===== src/rtl/sec_of_day_counter.sv =====
// sec_of_day_counter: 1 Hz seconds-of-day timebase, cur_sec in 0..DAY_SEC-1.
// Optional macro HOUR_STROBE_EN adds the hour_strobe output.
//
// Ports:
//   clk, rst_n        clock, async active-low reset
//   en                1 = time runs, 0 = time and prescaler hold
//   set_valid/ready   absolute load handshake, set_sec is the value
//   set_err           1-cycle pulse when a loaded value was out of range
//   inc_hour/inc_min  1-cycle nudges of +3600 s / +60 s
//   cur_sec           registered seconds-of-day
//   sec_tick          1-cycle pulse in the cycle a 1 s tick lands
//   hour_strobe       (HOUR_STROBE_EN) tick landed on a whole hour
module sec_of_day_counter #(
    parameter int CLK_HZ  = 100_000_000,
    parameter int DAY_SEC = 86400
) (
    input  logic        clk,
    input  logic        rst_n,
    input  logic        en,
    input  logic        set_valid,
    input  logic [16:0] set_sec,
    output logic        set_ready,
    output logic        set_err,
    input  logic        inc_hour,
    input  logic        inc_min,
    output logic [16:0] cur_sec,
`ifdef HOUR_STROBE_EN
    output logic        hour_strobe,
`endif
    output logic        sec_tick
);

    typedef enum logic [1:0] {
        HOLD = 2'd0,
        RUN  = 2'd1,
        LOAD = 2'd2
    } state_t;

    localparam int PW = (CLK_HZ > 1) ? $clog2(CLK_HZ) : 1;
    localparam logic [PW-1:0] PS_TC = PW'(CLK_HZ - 1);
    localparam logic [17:0] DAY  = 18'(DAY_SEC);
    localparam logic [17:0] LAST = 18'(DAY_SEC - 1);

    state_t        state_q, state_d;
    logic [PW-1:0] ps_q, ps_d;
    logic          rdy_q;
    logic [16:0]   cur_d;
    logic          accept;
    logic          tick;
    logic          bad;
    logic [17:0]   cur18;
    logic [17:0]   ticked;
    logic [17:0]   add;
    logic [17:0]   sum;
    logic [17:0]   wrapped;

    assign accept = set_valid & rdy_q;
    assign tick   = (state_q == RUN) & (ps_q == PS_TC);
    assign bad    = {1'b0, set_sec} >= DAY;
    assign cur18  = {1'b0, cur_sec};

    always_comb begin
        state_d = state_q;
        unique case (state_q)
            HOLD:    if (en) state_d = RUN;
            RUN:     if (!en) state_d = HOLD;
            LOAD:    state_d = en ? RUN : HOLD;
            default: state_d = HOLD;
        endcase
        if (accept) state_d = LOAD;
    end

    // A tick colliding with a nudge is applied first, then the nudge.
    always_comb begin
        ticked = cur18;
        if (tick) ticked = (cur18 == LAST) ? 18'd0 : cur18 + 18'd1;
        add = 18'd0;
        if (state_q != LOAD) begin
            if (inc_hour)     add = 18'd3600;
            else if (inc_min) add = 18'd60;
        end
        sum = ticked + add;
        wrapped = (sum >= DAY) ? sum - DAY : sum;
    end

    always_comb begin
        cur_d = 17'(wrapped);
        ps_d  = ps_q;
        if (accept) begin
            cur_d = bad ? cur_sec : set_sec;
            ps_d  = '0;
        end else if (state_q == RUN) begin
            ps_d = tick ? '0 : ps_q + 1'b1;
        end
    end

    always_ff @(posedge clk or negedge rst_n) begin
        if (!rst_n) begin
            state_q  <= HOLD;
            ps_q     <= '0;
            rdy_q    <= 1'b0;
            cur_sec  <= '0;
            set_err  <= 1'b0;
            sec_tick <= 1'b0;
        end else begin
            state_q  <= state_d;
            ps_q     <= ps_d;
            rdy_q    <= ~accept;
            cur_sec  <= cur_d;
            set_err  <= accept & bad;
            sec_tick <= tick & ~accept;
        end
    end

    assign set_ready = rdy_q;

`ifdef HOUR_STROBE_EN
    // Judged on the ticked value so a nudge never produces a strobe.
    always_ff @(posedge clk or negedge rst_n) begin
        if (!rst_n) begin
            hour_strobe <= 1'b0;
        end else begin
            hour_strobe <= tick & ~accept &
                           ((ticked % 18'd3600) == 18'd0);
        end
    end
`endif

endmodule

===== config.mk =====
export PLATFORM = sky130hd
export DESIGN_NAME = sec_of_day_counter
export DESIGN_NICKNAME = d
export VERILOG_FILES = /design/src/rtl/sec_of_day_counter.sv
export SDC_FILE = /design/constraint.sdc
export NUM_CORES = 1
export LEC_CHECK = 0
export CAP_MARGIN = 10
export CORE_ASPECT_RATIO = 1.25
export CORE_MARGIN = 3
export CORE_UTILIZATION = 40
export CTS_CLUSTER_DIAMETER = 30
export DETAILED_ROUTE_END_ITERATION = 8
export GPL_ROUTABILITY_DRIVEN = 1
export GPL_TIMING_DRIVEN = 0
export PLACE_DENSITY = 0.57
export SKIP_CTS_REPAIR_TIMING = 1
export SLEW_MARGIN = 20
export SYNTH_ARGS = -nofsm -noshare
export SYNTH_HDL_FRONTEND = slang
export SYNTH_SLANG_ARGS = --single-unit

===== constraint.sdc =====
create_clock -name clk -period 6.75 [get_ports clk]
set_clock_uncertainty 0.05 [all_clocks]
set_input_delay 1.35 -clock clk [delete_from_list [all_inputs] [get_ports clk]]
set_output_delay 1.35 -clock clk [all_outputs]
set_load 0.01 [all_outputs]

Word level (Yosys, flattened, before mapping)
Index checks and enable logic that the tools add are counted.
Widths: inputs -> output; s select.
{"block": "word_totals", "reg_bits": 49, "wordCells": 44}
{"block": "classes", "n_addsub": 4, "magnitude_cmp": 2, "n_eq_ne": 8, "mux": 16, "bitwise_logic": 5, "reduce_logical": 3}
{"op": "$mux 27", "count": 3}
{"op": "$mux 17", "count": 3}
{"op": "$mux 18", "count": 2}
{"op": "$add 27x1->27 const B", "count": 1}
{"op": "$eq 27x27->1 const B", "count": 1}
{"op": "$mux 12", "count": 2}
{"op": "$add 17x1->18 const B", "count": 1}
{"op": "$add 18x12->18", "count": 1}
{"op": "$ge 18x17->1 const B", "count": 1}
{"op": "$eq 17x17->1 const B", "count": 1}
{"op": "$ge 17x17->1 const B", "count": 1}
{"op": "$sub 17x17->17 const B", "count": 1}
{"op": "$mux 2", "count": 3}
{"op": "$mux 6", "count": 1}
{"op": "$ne 3x3->1 const B", "count": 2}
{"op": "$pmux 2 s3", "count": 1}
{"op": "$and 1x1->1", "count": 4}
{"op": "$ne 2x2->1 const B", "count": 2}
{"op": "$eq 2x1->1 const B", "count": 1}
{"op": "$eq 2x2->1 const B", "count": 1}
{"op": "$logic_not 2->1", "count": 1}
{"op": "$reduce_and 2->1", "count": 1}
{"op": "$reduce_bool 2->1", "count": 1}
{"op": "$mux 1", "count": 1}
{"op": "$not 1->1", "count": 1}

Logic depth before layout (Yosys ltp)
{"block": "depth", "word_depth": 7, "mapped_depth": 22, "mapped_depth_nobuf": 21}

Worst setup path after synthesis
OpenSTA, ideal clock, no wires.
{"block": "synth_path", "path_type": "input -> register", "startpoint": "input port inc_hour", "endpoint": "register cur_sec[14]", "setup_time_ns": 0.120, "arrival_ns": 4.709, "setup_slack_ns": 1.872, "path_stages": 14, "n_path_buf": 0, "cell_sequence": "nor3b_1 > ha_1 > inv_1 > fa_1 > nor2b_1 > o21ai_0 > o2bb2ai_1 > a211oi_1 > o2111ai_1 > o311ai_0 > a41o_1 > a311oi_2 > or4_1 > and3_1"}
{"block": "synth_via", "elab_chain_len": 6}
{"item": "from (decl)", "line_no": "24", "source": "input logic inc_hour,"}
{"item": "$mux 12 (*)", "line_no": "79", "source": "if (inc_hour) add = 18'd3600;"}
{"item": "$mux 12 (*)", "line_no": "78", "source": "if (state_q != LOAD) begin"}
{"item": "$add 18x12->18 (*)", "line_no": "82", "source": "sum = ticked + add;"}
{"item": "$sub 17x17->17 or $ge 18x17->1 (tied branches)", "line_no": "83", "source": "wrapped = (sum >= DAY) ? sum - DAY : sum;"}
{"item": "$mux 17 (*)", "line_no": "83"}
{"item": "$mux 17 (*)", "line_no": "89", "source": "if (accept) begin"}
{"item": "to (signal assigned)", "line_no": "109", "source": "cur_sec <= cur_d;"}
{"item": "to (decl)", "line_no": "26", "source": "output logic [16:0] cur_sec,"}
Every way passes the cells marked *; elsewhere a longest branch is shown, timed or not.
A chain may end at the register's enable or synchronous reset.

Worst setup path after layout
{"block": "layout_path", "startpoint": "input port inc_min", "endpoint": "register cur_sec[15]"}
{"block": "layout_via", "elab_chain_len": 7}
{"item": "from (decl)", "line_no": "25", "source": "input logic inc_min,"}
{"item": "$mux 6 (*)", "line_no": "80", "source": "else if (inc_min) add = 18'd60;"}
{"item": "$mux 12 (*)", "line_no": "79"}
{"item": "$mux 12 (*)", "line_no": "78"}
{"item": "$add 18x12->18 (*)", "line_no": "82"}
{"item": "$sub 17x17->17 or $ge 18x17->1 (tied branches)", "line_no": "83"}
{"item": "$mux 17 (*)", "line_no": "83"}
{"item": "$mux 17 (*)", "line_no": "89"}
Marks and branches as above.

==> results <==
- The number of buffers inserted during clock tree synthesis is 5.
- Setup repair after global routing left no endpoint under its margin.
- The flow ran to the end, and the final reports show no timing, DRC or antenna violations.
- After clock tree synthesis, the clock-pin slew on the worst setup and hold paths is 0.07 ns.
- Together, buffers and inverters on the worst path number 2.
- The share of cells above drive strength 1 is 6.38%.
- During placement, the flow inserted port buffers numbering 42.
- The number of flip-flops and latches in the synthesized netlist is 49.
- By count the netlist is led by sky130_fd_sc_hd__nor2_1, sky130_fd_sc_hd__nand2_1, sky130_fd_sc_hd__dfrtp_1, sky130_fd_sc_hd__o21ai_0, sky130_fd_sc_hd__nand4_1.
- The endpoint identified for the worst register-to-register timing path is cur_sec[15]$_DFFE_PN0N_.
- The total I/O pin count is 43.
- Global routing consumed, over all layers together, 22.8% of the routing resources.
- The power density over the cells is 320 nW/um^2.
- The vertical extent of the die is 118 um.
- Measured against its own limit, the worst slew margin works out to 46.6%.
- Once the floorplan was initialized, standard cells occupied 41.2% of the core.
- In the finished design, the share of the clock period the worst path needs comes to 89.2%.
- The depth of the worst hold-timing path is 1.
- The clock reaches the later pin of the worst-skew pair after 0.30 ns.
- The clock drives 49 sinks.
- The summed instance area of the synthesized netlist is 4000 um^2.
- The class of the worst hold path is register to register.
- The first routing iteration left 265 violations.
- The synthesized netlist net count is 533.
- In the final design database the tool counted 582 nets.
- The accumulated negative setup slack is 0 ns.
- The required time of the worst setup path is 6.92 ns.
- The highest clock rate is 0.166 GHz.
- Data on the critical path arrives at its endpoint at 6.19 ns.
- Once detail routing completed, the nets flagged for antenna violations numbered 0.
- The cell with the largest stage delay on the worst path is sky130_fd_sc_hd__o311ai_0.
- The diode insertion count for antenna repair is 0.
- The post-detailed-routing wire length is 12.5 mm.
- The routability congestion estimate from global placement is 0.915.
- In this run the number of H-tree levels came out at 2.
- The minimum setup slack among reg-to-reg paths is 0.77 ns.
- The number of hold-slack violations in the final timing report is 0.
- The worst setup path is launched from a primary input.
- For the pin with the worst max-slew slack, the measured transition is 0.791 ns.
- The filler cells instantiated in the layout total 989.
- Dividing the detail-routed wire length by the instance count gives 18.5 um.
- The TritonCTS clock tree is done.
- The area used by multi-input combinational logic is 2620 um^2.
- The total grt overflow is 0.
- The die covers 11300 um^2.
- The count of endpoints failing setup in the final report is 0.
- The number of max-cap violations is 0.
- The initialized floorplan defines 40 standard-cell rows.
- The HPWL after detailed placement is 9.55 mm.
- The die is 95.5 um wide.
- The ratio of routed vias to standard cells is 6.02.
- The highest fanout seen on the critical path is 10.
- The via count of the first global-routing pass is 3959.
- The count of flip-flops with a built-in enable after synthesis is 0.
- The number of DRC violations after detailed routing is 0.
- The initial antenna violation count is 0.
- The first global-routing pass estimated 20.2 mm of wire.
- The share of the yosys chip area belonging to registers is 30.6%.
- Once layout is complete, the utilization of the core stands at 48.7%.
- The peak ir drop on the vdd network is 121 uV.
- The max-slew violation count is 0.
- The design draws 1.51 mW.
- The static leakage is 1.86 nW.
- The first detailed-routing pass took 5 iterations.
- The worst stage delay on the critical path is 0.75 ns.
- Summed over its instances, the top area cell type makes up 30.6% of the synthesized netlist area.
- The final design area excluding fillers is 4720 um^2.
- The number of cells produced by synthesis is 499.
- The worst register-to-register path begins at cur_sec[0]$_DFFE_PN0N_.
- The endpoint with the worst hold slack is ps_q[26]$_DFFE_PN0P_.
- The number of distinct library cells after synthesis is 78.
- The clock passes through at most 2 buffers.
- The worst path needs 6.02 ns of the cycle, external delays included.
- The signal on the critical path passes through clkdlybuf4s50_1 > nor3b_1 > ha_1 > inv_1 > fa_1 > nor2b_1 > o21ai_0 > o2bb2ai_1 > a211oi_1 > o2111ai_1 > o311ai_0 > a41o_1 > a311oi_2 > or4_1 > a31oi_1.
- The fraction of registers with async set/reset is 100%.
- The startpoint of the worst hold path is ps_q[26]$_DFFE_PN0P_.
- The most frequently used cell type in the post-synthesis netlist is sky130_fd_sc_hd__nor2_1.
- Yosys attributes the largest share of cell area to sky130_fd_sc_hd__dfrtp_1, sky130_fd_sc_hd__nor2_1, sky130_fd_sc_hd__nand2_1, sky130_fd_sc_hd__o21ai_0, sky130_fd_sc_hd__nand4_1.
- For the worst flop-to-flop path, the logic depth is 18.
- The sequential cell area in the final layout is 1230 um^2.
- The post-synthesis area per instance is 8.02 um^2.
- The clock tree root driver cell is sky130_fd_sc_hd__clkbuf_16.
- The largest total area in the synthesized netlist belongs to sky130_fd_sc_hd__dfrtp_1.
- In the synthesized netlist the dominant register cell turns out to be sky130_fd_sc_hd__dfrtp_1.
- On the critical path the largest part of the delay comes from compound AO/OA/AOI/OAI gates.
- Entering global routing, the biggest net connects 50 pins.
- The warning count from the yosys run is 0.
- The via count of the routed design is 4063.
- The layout-stage area growth over the synthesis result is 18.0%.
- By startpoint and endpoint, the worst setup path is classified as primary input to register.
- STA classifies the critical path endpoint as a register.
- The area of the core is 9710 um^2.
- The total placed instance area is 4580 um^2.
placed cells by master, fill, tap and decap left out, types with 15 or more instances in the layout:
cell type | synthesis | layout
sky130_fd_sc_hd__dfrtp_1 | 49 | 49
sky130_fd_sc_hd__xor2_1 | 16 | 16
sky130_fd_sc_hd__nor3_1 | 16 | 16
sky130_fd_sc_hd__nand2_1 | 51 | 51
sky130_fd_sc_hd__clkdlybuf4s50_1 | 0 | 41
sky130_fd_sc_hd__and3_1 | 16 | 16
sky130_fd_sc_hd__nand4_1 | 23 | 23
sky130_fd_sc_hd__nor2_1 | 53 | 53
sky130_fd_sc_hd__xnor2_1 | 15 | 15
sky130_fd_sc_hd__o21ai_0 | 38 | 38
sky130_fd_sc_hd__a21oi_1 | 18 | 18
sky130_fd_sc_hd__nand3_1 | 21 | 21
area by class of cell:
| class | instances | area share (%) |
|---|---|---|
| multi-input cells | 414 | 55.5 |
| inverters | 12 | 0.953 |
| clock buffers | 5 | 2.65 |
| repair buffers | 42 | 8.85 |
| clock inverters | 3 | 0.450 |
| well taps | 126 | 3.34 |
| plain buffers | 24 | 2.30 |
| flip-flops and latches | 49 | 26.0 |
registers in the layout, summed over array words and instances, names as in the netlist:
name and flops:
cur_sec 17, state_q 2, sec_tick 1, set_ready 1, set_err 1, ps_q 27
cells by family (layout without fill, tap and decap cells):
family                     count (synthesis)  count (layout)  share of synthesized area, %
and+or+nand+nor                          243             243                          32.9
muxes                                      2               2                         0.531
buffers and inverters                     36              86                          3.84
AOI/OAI and AO/OA                        127             127                          21.7
xor gates and xnor gates                  31              31                          6.78
DFF                                       49              49                          30.6
adders and majority gates                 11              11                          3.63
routing by layer:
metal,vias to the layer above,global-route usage [%],part of all wire (%)
met2,109,38.8,51
met4,0,8.72,3.2
met3,26,2.43,3.5
li1,1968,-,-
met5,-,0,0
met1,1960,29.3,43
worst max path at each step:
stage | to | cells after the start | start
global route | cur_sec[14]$_DFFE_PN0N_ | 15 | inc_min
global placement | cur_sec[14]$_DFFE_PN0N_ | 15 | inc_min
finish | cur_sec[15]$_DFFE_PN0N_ | 15 | inc_min
floorplan | cur_sec[14]$_DFFE_PN0N_ | 14 | inc_hour
CTS | cur_sec[15]$_DFFE_PN0N_ | 15 | inc_min
detailed placement | cur_sec[14]$_DFFE_PN0N_ | 15 | inc_min
power breakdown:
group / internal (mW) / switching, mW
combinational: 0.348 / 0.492
sequential: 0.339 / 0.0796
clock: 0.138 / 0.117
total: 0.825 / 0.688
stage by stage:
step / hold slack (ns) / instances / setup slack, ns
after floorplan: 0.407 / 499 / 1.87
after global placement: 0.453 / 667 / 0.497
after detailed placement: 0.462 / 667 / 0.440
after CTS: 0.473 / 675 / 0.761
after global routing: 0.493 / 675 / 0.363
final: 0.472 / 675 / 0.727
No activity file was read; power rests on OpenSTA's default activity.
